$ cat config.mk
export PLATFORM = sky130hd
export DESIGN_NAME = bus_arb_router
export DESIGN_NICKNAME = d
export VERILOG_FILES = /design/src/rtl/bus_arb_router.sv
export SDC_FILE = /design/constraint.sdc
export NUM_CORES = 1
export LEC_CHECK = 0
export CAP_MARGIN = 40
export CORE_MARGIN = 5
export CORE_UTILIZATION = 62
export CTS_CLUSTER_DIAMETER = 30
export DETAILED_ROUTE_END_ITERATION = 12
export DONT_BUFFER_PORTS = 1
export HOLD_SLACK_MARGIN = 0.02
export PLACE_DENSITY_LB_ADDON = 0.15
export SETUP_SLACK_MARGIN = 0.02
export SLEW_MARGIN = 0
export SYNTH_ARGS = -nofsm -noshare
export SYNTH_HDL_FRONTEND = slang
export SYNTH_SLANG_ARGS = --single-unit
$ cat constraint.sdc
create_clock -name clk -period 3.6 [get_ports clk]
set_input_delay 0.36 -clock clk [delete_from_list [all_inputs] [get_ports clk]]
set_output_delay 0.36 -clock clk [all_outputs]
set_load 0.05 [all_outputs]
$ cat src/rtl/bus_arb_router.sv
// Single-bus arbiter/router: pops one packet from an arbitrated source FIFO and
// pushes it to a decoded destination, or to every other device on broadcast.
module bus_arb_router #(
  parameter int         drvrs     = 5,
  parameter int         pckg_sz   = 16,
  parameter logic [7:0] broadcast = 8'h07,
  parameter bit         arb_mode  = 1'b0
) (
  input  logic                            clk,
  input  logic                            reset,
  input  logic [drvrs-1:0]                pndng,
  input  logic [drvrs-1:0][pckg_sz-1:0]   D_pop,
  output logic [drvrs-1:0]                pop,
  input  logic [drvrs-1:0]                full,
  output logic [drvrs-1:0]                push,
  output logic [pckg_sz-1:0]              D_push,
  output logic                            busy,
  output logic [15:0]                     pkt_cnt,
  output logic [7:0]                      drop_cnt
);

  localparam int IW = $clog2(drvrs);

  typedef enum logic [1:0] {IDLE, GRANT, WAIT, PUSH} state_t;

  state_t               state_q, state_d;
  logic [IW-1:0]        grant_q, grant_d;
  logic [IW-1:0]        last_q, last_d;
  logic [pckg_sz-1:0]   pkt_q, pkt_d;
  logic [15:0]          pkt_cnt_q, pkt_cnt_d;
  logic [7:0]           drop_cnt_q, drop_cnt_d;

  logic [IW-1:0]        arb_idx;
  logic [IW:0]          cand;
  logic                 found;
  logic [7:0]           dest;
  logic [drvrs-1:0]     mask;
  logic                 dest_ok;
  logic                 blocked;

  // Round-robin searches last+1 .. last+drvrs modulo drvrs; fixed mode takes the lowest index.
  always_comb begin
    arb_idx = '0;
    cand    = '0;
    found   = 1'b0;
    if (arb_mode) begin
      for (int k = drvrs - 1; k >= 0; k--) begin
        if (pndng[k]) arb_idx = IW'(k);
      end
    end else begin
      for (int k = 1; k <= drvrs; k++) begin
        cand = {1'b0, last_q} + (IW+1)'(k);
        if (cand >= (IW+1)'(drvrs)) cand = cand - (IW+1)'(drvrs);
        if (!found && pndng[cand[IW-1:0]]) begin
          arb_idx = cand[IW-1:0];
          found   = 1'b1;
        end
      end
    end
  end

  assign dest = pkt_q[pckg_sz-1 -: 8];

  always_comb begin
    mask    = '0;
    dest_ok = 1'b0;
    if (dest == broadcast) begin
      mask    = ~({{(drvrs-1){1'b0}}, 1'b1} << grant_q);
      dest_ok = 1'b1;
    end else if (int'(dest) < drvrs && dest != 8'(grant_q)) begin
      mask    = {{(drvrs-1){1'b0}}, 1'b1} << dest;
      dest_ok = 1'b1;
    end
  end

  // Broadcast waits until every target is ready, so it is never partially delivered.
  assign blocked = |(mask & full);

  always_ff @(posedge clk or posedge reset) begin
    if (reset) begin
      state_q    <= IDLE;
      grant_q    <= '0;
      last_q     <= IW'(drvrs - 1);
      pkt_q      <= '0;
      pkt_cnt_q  <= '0;
      drop_cnt_q <= '0;
    end else begin
      state_q    <= state_d;
      grant_q    <= grant_d;
      last_q     <= last_d;
      pkt_q      <= pkt_d;
      pkt_cnt_q  <= pkt_cnt_d;
      drop_cnt_q <= drop_cnt_d;
    end
  end

  always_comb begin
    state_d    = state_q;
    grant_d    = grant_q;
    last_d     = last_q;
    pkt_d      = pkt_q;
    pkt_cnt_d  = pkt_cnt_q;
    drop_cnt_d = drop_cnt_q;
    case (state_q)
      IDLE: begin
        if (|pndng) begin
          grant_d = arb_idx;
          last_d  = arb_idx;
          state_d = GRANT;
        end
      end
      GRANT: begin
        pkt_d   = D_pop[grant_q];
        state_d = WAIT;
      end
      WAIT: begin
        if (!dest_ok) begin
          if (drop_cnt_q != 8'hFF) drop_cnt_d = drop_cnt_q + 8'd1;
          state_d = IDLE;
        end else if (!blocked) begin
          state_d = PUSH;
        end
      end
      PUSH: begin
        if (pkt_cnt_q != 16'hFFFF) pkt_cnt_d = pkt_cnt_q + 16'd1;
        state_d = IDLE;
      end
      default: state_d = IDLE;
    endcase
  end

  always_comb begin
    pop  = '0;
    push = '0;
    busy = (state_q != IDLE);
    if (state_q == GRANT) pop[grant_q] = 1'b1;
    if (state_q == PUSH)  push = mask;
  end

  assign D_push   = pkt_q;
  assign pkt_cnt  = pkt_cnt_q;
  assign drop_cnt = drop_cnt_q;

endmodule

Word level (Yosys, flattened, before mapping)

Cells that the tools add are included.

Bits in registers: 48
Bits in latches: 0
Bits in writable memories: 0
Bits in read-only memories: 0
Input port bits: 92
Logic and storage cells: 101
Memories: 0

Add/subtract/negate cells: 12
Multiply operators: 0
Divide/modulo/power cells: 0
$lt $le $gt $ge: 13
Equal/unequal tests: 9
Shifts and indexed selects: 2
Mux-type cells: 38
Bitwise gates (word level): 3
Reduce and logical (&&, ||, !) cells: 18

Operators by type and width:

| cell                                                                  | number |
|---|---|
| 16-bit binary-select mux with 3-bit select                            | 1 |
| 3-bit two-way mux                                                     | 10 |
| 3-bit by 4-bit < comparator with 1-bit output, second input constant  | 6 |
| 4-bit by 3-bit >= comparator with 1-bit output, second input constant | 5 |
| 5-bit two-way mux                                                     | 4 |
| 16-bit by 1-bit adder with 16-bit output, second input constant       | 1 |
| 16-bit two-way mux                                                    | 1 |
| 16-bit inequality test, second input constant                         | 1 |
| 1-bit binary-select mux with 3-bit select                             | 5 |
| 3-bit subtractor, second input constant                               | 5 |
| 1-bit two-way mux                                                     | 12 |
| 5-bit OR reduction                                                    | 2 |
| 3-bit by 2-bit adder with 4-bit output, second input constant         | 2 |
| 3-bit by 3-bit adder with 4-bit output, second input constant         | 2 |
| 8-bit by 1-bit adder with 8-bit output, second input constant         | 1 |
| 8-bit by 3-bit equality test with 1-bit output, second input constant | 1 |
| 8-bit by 3-bit < comparator with 1-bit output, second input constant  | 1 |
| 8-bit by 3-bit inequality test with 1-bit output                      | 1 |
| 8-bit inequality test, second input constant                          | 1 |
| 2-bit one-hot mux with 4 select lines                                 | 1 |
| 1-bit by 8-bit left shift with 5-bit output, first input constant     | 1 |
| 1-bit logical AND                                                     | 6 |
| 2-bit two-way mux                                                     | 3 |
| 2-bit AND reduction                                                   | 3 |
| other kinds (15)                                                      | 19 |

Depth between registers and ports, before layout

Depth after elaboration: 18
Depth in mapped cells: 13

Worst setup path before layout

Ideal clock, no wire load.

Path type: register to output
Start: register grant_q[0]
End: output pop[2]
Arrival time: 2749 ps
Setup slack: 491 ps
Stages on the path, launching flop included: 6
Buffers on the path: 4
Cell sequence: dfrtp_1 buf_6 buf_4 buf_2 buf_2 nor4_1

Cells in the longest elaborated chain, start to end: 5

Ends and longest elaborated chain:

| element                                                                                                                                      | RTL line | source |
|---|---|---|
| start, declared                                                                                                                              | 27       | `logic [IW-1:0] grant_q, grant_d;` |
| start signal, assigned                                                                                                                       | 89       | `grant_q <= grant_d;` |
| 3-bit by 4-bit < comparator with 1-bit output (not written as such) / 3-bit by 1-bit >= comparator with 1-bit output (equally long branches) | 136      | `if (state_q == GRANT) pop[grant_q] = 1'b1;` |
| 1-bit logical AND (not written as such)                                                                                                      | 136      |  |
| 1-bit two-way mux (not written as such)                                                                                                      | 136      |  |
| 1-bit demux with 3-bit select (*)                                                                                                            | 136      |  |
| 5-bit two-way mux (*)                                                                                                                        | 136      |  |
| end, declared                                                                                                                                | 13       | `output logic [drvrs-1:0] pop,` |

Mark *: on every way between the ends. The rest lies on a longest branch, timed or not.

Worst setup path in the final report

Start: register grant_q[0]
End: output push[1]

Cells in the longest elaborated chain, start to end: 5

Ends and longest elaborated chain:

| element                                          | RTL line | source |
|---|---|---|
| 8-bit by 3-bit inequality test with 1-bit output | 70       | `end else if (int'(dest) < drvrs && dest != 8'(grant_q)) begin` |
| 1-bit logical AND                                | 70       |  |
| 5-bit two-way mux                                | 70       |  |
| 5-bit two-way mux (*)                            | 67       | `if (dest == broadcast) begin` |
| 5-bit two-way mux (*)                            | 137      | `if (state_q == PUSH) push = mask;` |
| end, declared                                    | 15       | `output logic [drvrs-1:0] push,` |

Marks and branches as above.

==> metrics.cfg <==
[sta]
slew_violations=0
worst_pin_slew_ps=612
finalHoldViolCount=0
grt_setup_unrepaired=no
timing.final.crit_share_pct=90.6
setup_viol=0
fmax_mhz=307
skew_ps=3.98
setup_tns_ps=0
finalCriticalPeriod_ps=3260
relSlewSlack_pct=58.2

[layout]
mostFrequentLayoutCells=dfrtp_1, nand2_1, o21ai_0
areaGrowthSynthToFinish_pct=6.17
final_nets=502
n_fill_cell=466
final_common_cell=dfrtp_1
drive_gt1_share_pct=17.4
final_area_mm2=0.00399

[clock_tree]
insertion_delay_ps=300
ctsResizeCount=0
cts_sinks=46
cts_tree=built
cts-root-buf=clkbuf_8
cts_buffer_depth=2
cts_setup_buffers=0
cts_inserted_buffers=5
clkTransAtPathRegs_ps=90
h-tree-depth=2

[worst_setup_path]
crit_path_end_kind=output pin
critical_path_required_ps=3240
path_class=reg -> out
worstSetupStartpointType=flip-flop
cp_slowest_cell=and3_1
crit_fanout=43
crit_buf_inv=1
max_stage_delay_ps=570
cp.arrival_ps=2900
r2r_cells=10
r2r_start=grant_q[0]
r2r_end=grant_q[1]
worstPathCellList=buf_4, xor2_1, nor2_1, a221o_2, a2111oi_2, and3_1
cp_top_family=compound AO/OA/AOI/OAI gates
worst-r2r-setup-slack_ps=390

[power]
power_frac_clock_pct=8.8
power_frac_seq_pct=30.2
leakagePower_nw=1.69
power.density_mw_per_mm2=1110
ir_drop_v=0.000550
internal_power_mw=2.01
power.share.combinational_pct=61.1
switching_share_pct=54.6
p_total_mw=4.44
power_switching_mw=2.43

[floorplan]
fp.dieW_um=87.8
num_rows=28
dieArea_mm2=0.00771
start_util_pct=63.4
boundaryPins=143
coreArea_mm2=0.00592
die_h_um=87.8

[placed_design]
placed_area_mm2=0.00385
place_congestion=0.951
io_buffers=0
hpwlAfterDp_um=7810

[run_status]
status=completed

[route]
wl_per_cell_um=21.1
firstDrtPassIters=4
via_per_inst=6.66
drc=0
ant_nets=0
drt_iter0_drc=130
vias=3150
totalWireLength_um=9980

[synth]
synth_xor_area_share_pct=7.00
synth_mux_area_share_pct=12.6
syn_area_per_cell_um2=9.34
synth_compound_area_share_pct=19.4
synth_flop_cell=dfrtp_1
synthTopCellsByArea=dfrtp_1, mux4_2, ha_1, nand2_1, xnor2_1
synth_top_area_cell=dfrtp_1
synthSimpleGateAreaFrac_pct=19.8
netlist_instances=402
synth-edff-count=0
synth_fa_ha_area_share_pct=4.87
ys_ff_latch=46
synth_top_area_share_pct=30.0
synth_top_family_by_area=simple AND/OR/NAND/NOR gates
async_flop_share_pct=100
yosysSeqAreaShare_pct=30.7
netlist_area_mm2=0.00375
ys_warn_count=0
synth.distinct_cells=68
synth.net_count=508

[min_path]
hp-class=in -> reg
hold_depth=2
min_from=D_pop[74]
whs_endpoint=D_push[10]

[grt]
grt_pass1_vias=3096
grt_usage_pct=26.1
grt_pass1_wl_um=15600
grt_max_degree=44
antenna_found_initial=1
grt-ovfl-total=0

[job]
timing.max_cap.violations=0

## per-layer routing
metal | vias up | routed length, um | GRT usage (%)
li1 | 1481 | - | -
met1 | 1489 | 4030 | 33.1
met2 | 164 | 4840 | 44.2
met3 | 16 | 923 | 5.55
met4 | 0 | 187 | 9.34
met5 | - | 0 | 0
## cells by family (layout without fill, tap and decap cells)
kind of cell             after synthesis  after routing
flip-flops                            46             46
buffers and inverters                 45             40
AND/OR/NAND/NOR                      142            142
AO/OA/AOI/OAI                        101            101
multiplexers                          24             24
XOR/XNOR                              30             30
adder cells (fa/ha/maj)               14             14
other                                  0              1
## per-stage QoR
step | util (%) | setup WS [ps] | instances | hold WS (ps)
6_report | 67.3 | 339 | 473 | 270
5_1_grt | 67.3 | 71.0 | 473 | 288
4_1_cts | 67.1 | 347 | 471 | 268
3_5_place_dp | 65.1 | 399 | 462 | 201
3_3_place_gp | 64.7 | 507 | 461 | 487
2_1_floorplan | - | 491 | 402 | 556
## state kept, by name, summed over array words and instances, names as in the netlist
| name | flops |
|---|---|
| D_push | 16 |
| drop_cnt | 8 |
| grant_q | 3 |
| last_q | 1 |
| pkt_cnt | 16 |
| state_q | 2 |
## worst max path at each step
stage               start          to  slack [ps]  cells past startpoint
6_report       grant_q[0]     push[1]         340                      6
3_3_place_gp   grant_q[0]  grant_q[1]         510                     10
2_1_floorplan  grant_q[0]      pop[2]         490                      5
4_1_cts        grant_q[0]     push[1]         350                      6
5_1_grt        grant_q[0]  grant_q[1]          70                      9
3_5_place_dp   grant_q[0]  grant_q[1]         400                     10
## cell usage after synthesis (13+ instances only)
master,instances
clkbuf_1,15
nor2_1,20
mux4_2,17
nand2_1,43
xor2_1,14
nand3_1,15
inv_1,15
dfrtp_1,45
a21oi_1,17
xnor2_1,16
o21ai_0,24
a22oi_1,15
ha_1,13
## power by group through the flow
stage / combinational [mW] / sequential, mW / clock, mW
2_1_floorplan: 2.27 / 1.29 / 0
3_3_place_gp: 2.64 / 1.34 / 0
3_5_place_dp: 2.68 / 1.35 / 0
4_1_cts: 2.70 / 1.34 / 0.392
5_1_grt: 2.99 / 1.37 / 0.416
6_report: 2.71 / 1.34 / 0.389
## what timing repair did
action | CTS | global route
hold buffers | 1 | 0
setup endpoints to repair | 0 | 0
endpoints found under the hold margin | 12 | 0
## worst register-to-register path, stage by stage, from the launching register on
cell and delay (ps):
dfrtp_2 360, buf_4 470, ha_1 570, nand3b_4 110, a41oi_1 250, o2bb2a_1 270
a31o_2 270, and2_4 170, and4_1 160, a2111oi_2 340, a31oi_1 120
## final cells by class
class	count	area [um2]	area share, %
clock inverter	3	43.8	1.10
sequential	46	1150	28.9
timing repair buffer	17	143	3.58
inverter	15	56.3	1.41
multi-input combinational	311	2420	60.8
clock buffer	5	68.8	1.73
tap	75	93.8	2.35
antenna	1	2.50	0.0628
No activity file was read; power rests on OpenSTA's default activity.
